===== src/rtl/freq_meter.sv =====
// freq_meter
// ----------
// Gated frequency counter for one measurement channel. The asynchronous
// sig_in is synchronised, its rising edges are counted over a fixed window
// of GATE_CYCLES clk_clk cycles, and the window total is published on
// freq_out. When GATE_CYCLES equals the clock frequency in Hz, freq_out
// reads directly in Hz.
//
// Ports:
//   clk_clk      in   1      system clock, the only clock
//   reset_reset  in   1      synchronous, active-high reset
//   sig_in       in   1      asynchronous signal under measurement
//   enable       in   1      1 = measure, 0 = freeze gate/edge counters
//   freq_out     out  CNT_W  edge count of the last completed window
//   freq_valid   out  1      one-cycle strobe when freq_out updates
//   overflow     out  1      the window shown on freq_out saturated
//
// Output handshake: freq_valid is a pure strobe with no ready/backpressure.
// It is high for exactly the one cycle in which freq_out and overflow show
// a newly closed window; both hold that value until the next strobe, so a
// consumer may sample them at the strobe or at any later time.

module freq_meter #(
    parameter int unsigned GATE_CYCLES = 50000000,
    parameter int unsigned CNT_W       = 24,
    parameter int unsigned SYNC_STAGES = 2
) (
    input  logic             clk_clk,
    input  logic             reset_reset,
    input  logic             sig_in,
    input  logic             enable,
    output logic [CNT_W-1:0] freq_out,
    output logic             freq_valid,
    output logic             overflow
);

    localparam int unsigned       GATE_W    = $clog2(GATE_CYCLES);
    localparam logic [GATE_W-1:0] GATE_LAST = GATE_W'(GATE_CYCLES - 1);
    localparam logic [CNT_W-1:0]  CNT_MAX   = {CNT_W{1'b1}};

    // Synchroniser chain; sync_q[SYNC_STAGES-1] is the settled sample.
    logic [SYNC_STAGES-1:0] sync_q;
    // Previous value of the settled sample, for rising-edge detection.
    logic                   sync_dly;

    logic [GATE_W-1:0]      gate_cnt;
    logic [CNT_W-1:0]       edge_cnt;
    logic                   sat_flag;

    logic                   edge_det;
    logic                   window_close;
    logic                   at_max;
    logic [CNT_W-1:0]       cnt_next;
    logic                   sat_next;

    // Count value and saturation flag including this cycle's edge. The
    // same values feed both the running counter and the published result,
    // so an edge landing in the closing cycle belongs to the closing window.
    always_comb begin
        edge_det     = 1'b0;
        window_close = 1'b0;
        at_max       = 1'b0;
        cnt_next     = edge_cnt;
        sat_next     = sat_flag;

        edge_det     = enable & sync_q[SYNC_STAGES-1] & ~sync_dly;
        window_close = enable && (gate_cnt == GATE_LAST);
        at_max       = (edge_cnt == CNT_MAX);

        if (edge_det) begin
            if (at_max) begin
                sat_next = 1'b1;
            end else begin
                cnt_next = edge_cnt + CNT_W'(1);
            end
        end
    end

    always_ff @(posedge clk_clk) begin
        if (reset_reset) begin
            sync_q     <= '0;
            sync_dly   <= 1'b0;
            gate_cnt   <= '0;
            edge_cnt   <= '0;
            sat_flag   <= 1'b0;
            freq_out   <= '0;
            freq_valid <= 1'b0;
            overflow   <= 1'b0;
        end else begin
            // The synchroniser and delay register run even while disabled,
            // so re-enabling with sig_in already high does not fake an edge.
            sync_q     <= {sync_q[SYNC_STAGES-2:0], sig_in};
            sync_dly   <= sync_q[SYNC_STAGES-1];
            freq_valid <= window_close;

            if (enable) begin
                if (window_close) begin
                    gate_cnt <= '0;
                end else begin
                    gate_cnt <= gate_cnt + GATE_W'(1);
                end
            end

            if (window_close) begin
                freq_out <= cnt_next;
                overflow <= sat_next;
                edge_cnt <= '0;
                sat_flag <= 1'b0;
            end else if (enable) begin
                edge_cnt <= cnt_next;
                sat_flag <= sat_next;
            end
        end
    end

endmodule


===== config.mk =====
export PLATFORM = sky130hd
export DESIGN_NAME = freq_meter
export DESIGN_NICKNAME = d
export VERILOG_FILES = /design/src/rtl/freq_meter.sv
export SDC_FILE = /design/constraint.sdc
export NUM_CORES = 1
export LEC_CHECK = 0
export ABC_AREA = 1
export BUFFER_PORTS_ARGS = -buffer_cell sky130_fd_sc_hd__buf_2
export CAP_MARGIN = 15
export CORE_MARGIN = 3
export CORE_UTILIZATION = 31
export CTS_BUF_LIST = sky130_fd_sc_hd__clkbuf_4
export DETAILED_ROUTE_END_ITERATION = 10
export PLACE_DENSITY = 0.56
export SYNTH_ARGS = -nofsm -noshare
export SYNTH_HDL_FRONTEND = slang
export SYNTH_SLANG_ARGS = --single-unit

===== constraint.sdc =====
create_clock -name clk_clk -period 1.6 [get_ports clk_clk]
set_input_delay 0 -clock clk_clk [delete_from_list [all_inputs] [get_ports clk_clk]]
set_output_delay 0 -clock clk_clk [all_outputs]
set_load 0.02 [all_outputs]

* After elaboration in Yosys (flattened, before gate mapping)
Index checks and enable logic that the tools add are counted.
** Cells by class
- Equality and inequality tests :: 2
- Reductions and logical operators :: 2
- Add/subtract/negate cells :: 2
- Bitwise operators :: 3
- Muxes and demuxes :: 5
** Operator list (count)
- 24-bit 2-to-1 mux :: 2
- 26-bit by 1-bit adder with 26-bit output (second input constant) :: 1
- 26-bit == test (second input constant) :: 1
- 26-bit 2-to-1 mux :: 1
- 24-bit by 1-bit adder with 24-bit output (second input constant) :: 1
- 24-bit == test (second input constant) :: 1
- 1-bit bitwise AND :: 2
- 1-bit 2-to-1 mux :: 2
- 2-bit OR reduction :: 1
- 1-bit logical AND :: 1
- 1-bit inverter :: 1
** Storage, ports and cells
- Word-level logic and storage cells :: 22
- Flip-flop bits (word level) :: 80

* Logic depth before layout (Yosys ltp)
- Depth after elaboration :: 3
- Mapped depth :: 11
- Mapped depth without buffers :: 11

* Worst setup path before layout
OpenSTA, ideal clock, no wires.
- Path kind :: flip-flop to flip-flop
- Start :: register edge_cnt[0]
- End :: register freq_out[21]
- Path buffers :: 0
- Arrival :: 1.381 ns
- Period minus slack after synthesis :: 1.493 ns
- Stages on the path, launching flop included :: 11
- Path slack :: 0.107 ns
- Data required time :: 1.488 ns
- Library setup time :: 0.112 ns
- Cell sequence :: dfxtp_1 -> ha_1 -> nand3_2 -> inv_1 -> nand2_1 -> nor2_1 -> nand3_2 -> nand3b_1 -> nand2_1 -> nand2_1 -> nand2_1
** On the way
- Word-level cells in the longest chain between the ends :: 3
- Elaborated cells on any way between the ends :: 4
** RTL lines
- start: declaration :: RTL line 47 : logic [CNT_W-1:0] edge_cnt;
- start signal: assignment :: RTL line 110 : edge_cnt <= cnt_next;
- 24-bit by 1-bit adder with 24-bit output or 24-bit == test (tied branches) :: RTL line 74, 68
- 24-bit 2-to-1 mux * :: RTL line 71 : if (at_max) begin
- 24-bit 2-to-1 mux * :: RTL line 70 : if (edge_det) begin
- end signal: assignment :: RTL line 105 : freq_out <= cnt_next;
- end: declaration :: RTL line 32 : output logic [CNT_W-1:0] freq_out,
Mark *: on every way between the ends. The rest lies on a longest branch, timed or not.
A chain may end at the register's enable or synchronous reset.

* Worst setup path in the final report
- Start :: register gate_cnt[22]
- End :: register overflow
** On the way
- Word-level cells in the longest chain between the ends :: 2
** RTL lines
- start: declaration :: RTL line 46 : logic [GATE_W-1:0] gate_cnt;
- start signal: assignment :: RTL line 100 : gate_cnt <= gate_cnt + GATE_W'(1);
- 26-bit == test :: RTL line 67 : window_close = enable && (gate_cnt == GATE_LAST);
- 1-bit logical AND :: RTL line 67
- end signal: assignment :: RTL line 106 : overflow <= sat_next;
- end: declaration :: RTL line 34 : output logic overflow
Every way passes these cells.

==> summary.txt <==
Power
  – Power density cells: 635 nW/um^2
  – P_leak: 2.37 nW
  – Total power: 3.33 mW
  – Worst VDD drop: 0.000350 V

Critical path
  – R2R cell count: 11
  – Slowest cell on the critical path: dfxtp_2
  – Crit-path leading delay family: simple AND/OR/NAND/NOR gates
  – Worst path most repeated cell: nor2_4
  – Worst path max stage delay: 0.35 ns
  – Worst EP arrival: 1.87 ns
  – Worst-path fanout max: 7
  – Crit Path Category: flop to flop
  – WP buf/inv: 2
  – Critical Path, Cell by Cell: nand2_2, nor2_4, nand2_2, nor2_4, nand3_2, nor2_4, buf_12, nor2_4, buf_6, nand2_2, o21ai_2
  – Worst setup SP type: flop
  – Crit path depth: 11
  – Critical path capture point type: flop
  – Reg2reg setup slack: 0.08 ns
  – Worst Path Required: 1.96 ns

Layout
  – P&R area growth vs syn: 30.4%
  – Fillcell total: 1325
  – Multi-input gate area: 2310 sq um
  – Storage cell area: 1630 sq um
  – Fraction of layout cells with a size suffix above 1: 30.2%
  – Antenna diode count: 0
  – Nets: 704

Place
  – Port Buffers: 29
  – DPL Wire Length: 7.43 mm
  – GP Congestion: 0.840

Clock network
  – Clk slew on worst S/H paths: 0.13 ns
  – Longest Clk Path Bufs: 2
  – Root Driver: clkbuf_4
  – H-Tree Depth: 3
  – CTS sink count: 80
  – CTS Buf Count: 9
  – TritonCTS clock tree: built
  – Clock Latency Late Sink: 0.45 ns

Die
  – # rows: 40
  – I/O pins: 30
  – Initial Util: 32.6%
  – Width of the die: 120 microns
  – Die area: 14400 sq um
  – Core area: 12300 sq um
  – Die H: 120 microns

Detailed routing
  – Via count: 3957
  – Post-DRT Antenna Nets: 0
  – Starting DRT DRC Count: 210
  – Vias/cell: 4.55
  – Avg WL per Cell: 12.0 microns
  – Total Routed Length: 10.4 mm
  – Remaining DRCs: 0
  – TritonRoute pass-1 iters: 4

Yosys
  – Post-synth top area cell: dfxtp_1
  – Syn Inst Count: 598
  – Synthesized area: 4020 sq um
  – Synthesis Warnings: 0
  – Synth top area share: 39.9%
  – Seq/Total Area, Yosys: 39.9%
  – Mean Syn Cell Area: 6.72 sq um
  – Top cells by area, synth: dfxtp_1, nand2_1, nor2_1
  – Post-Syn Nets: 604
  – Synthesized flop and latch total: 80
  – Yosys cell types: 32

STA
  – Pins Over Slew Limit: 0
  – Final min period: 1.52 ns
  – Fmax: 659 MHz
  – Final hold violations: 0
  – Fin crit share: 94.9%
  – Final setup fails: 0
  – Total negative slack: 0 ns
  – RSZ-0062 raised after global routing: true
  – Worst-Margin Slew: 0.418 ns
  – Slew headroom: 71.9%
  – Clk_skew: 0.0127 ns

Status
  – Outcome: complete, no violations

Global routing
  – Global route overflow: 0
  – GRT Total Usage: 15.1%
  – First-pass GRT wire length: 17.9 mm
  – Initial antenna violation count: 0
  – Vias in the first global route: 3940
  – Largest net degree at the start of global routing: 29

Run
  – MaxCap Viol Count: 0

Min path
  – Hold path depth: 3
  – Hold Path Class: input port to flop
-- path summary, 6_finish.rpt --
| kind | to | start |
|---|---|---|
| worst max register to register | overflow$_SDFFE_PP0P_ | gate_cnt[22]$_SDFFE_PP0P_ |
| worst max-delay path | overflow$_SDFFE_PP0P_ | gate_cnt[22]$_SDFFE_PP0P_ |
| worst min-delay path | gate_cnt[6]$_SDFFE_PP0P_ | reset_reset |
| worst min register to register | sync_dly$_SDFF_PP0_ | sync_q[1]$_SDFF_PP0_ |
-- state kept, by name, indices dropped and copies added, names as in the netlist --
| signal | count |
|---|---|
| edge_cnt | 24 |
| freq_out | 24 |
| freq_valid | 1 |
| gate_cnt | 26 |
| overflow | 1 |
| sat_flag | 1 |
| sync_dly | 1 |
| sync_q | 2 |
-- stage by stage --
step	std cells	setup slack (ns)	area, sq um	utilization (%)	hold slack, ns
final	870	0.0815	5240	42.6	0.0618
after global routing	870	-0.00808	5240	42.6	0.0321
after CTS	862	0.00628	4960	40.3	0.0331
after detailed placement	836	-0.301	4690	38.1	0.240
after global placement	836	-0.242	4690	38.1	0.232
after floorplan	598	0.107	4020	-	0.107
-- cell usage after synthesis (all sizes together) --
cell type	instances
nand2	210
nor2	94
dfxtp	80
inv	67
nand3	48
o21ai	21
a21oi	19
nand4	12
buf	11
nor3	11
xor2	7
nand3b	5
xnor2	3
and3	2
ha	2
nor4	2
clkbuf	1
nor3b	1
o21bai	1
or2	1
-- worst min-delay path: stages --
cell and delay (ns):
buf_2 0.17, buf_4 0.21, nor2_1 0.10
-- kinds of logic (layout without fill, tap and decap cells) --
| group | count (synthesis) | count (layout) | synth area share, % |
|---|---|---|---|
| flip-flops | 80 | 80 | 39.9 |
| XOR/XNOR | 10 | 10 | 2.18 |
| buffers and inverters | 79 | 181 | 8.63 |
| AND/OR/NAND/NOR | 386 | 388 | 43.4 |
| AO/OA/AOI/OAI | 41 | 41 | 5.26 |
| adder cells (fa/ha/maj) | 2 | 2 | 0.623 |
-- cells in the final DEF (no fill, tap or decap), types with 18 or more instances in the layout --
master	instances
dfxtp_1	60
buf_2	28
nor2_1	63
buf_4	62
inv_1	61
nand2_1	191
a21oi_1	19
dfxtp_2	20
nand3_1	34
nor2_4	18
-- repair_timing --
action,4_1_cts,5_1_grt
endpoints found under the hold margin,3,0
setup endpoints to repair,37,61
hold buffers,2,0
gates resized for setup,16,72
cloned,2,0
buffers inserted,7,8
pin swaps,5,18
-- power by group --
group	internal [mW]	total, mW	switching, mW	leakage, nW
Sequential	2.00	2.01	0.00499	0.655
Combinational	0.0573	0.141	0.0840	1.64
Clock	0.474	1.18	0.704	0.0734
Total	2.53	3.33	0.793	2.37
-- metal layers --
| layer | vias up | share of wire [%] | wire length (microns) | GRT usage, % |
|---|---|---|---|---|
| met4 | 0 | 1.6 | 163 | 4.80 |
| met3 | 14 | 3.0 | 308 | 3.44 |
| met1 | 1821 | 45 | 4700 | 18.3 |
| met2 | 42 | 50 | 5250 | 26.4 |
| met5 | - | 0 | 0 | 0 |
| li1 | 2080 | - | - | - |
-- area by class of cell --
type,count,area share (%)
multi-input cells,441,44.1
flip-flops and latches,80,31.0
repair buffers,99,13.7
inverters,67,4.80
well taps,168,4.01
clock buffers,10,1.43
clock inverters,5,0.931
(Power assumes the default switching activity.)
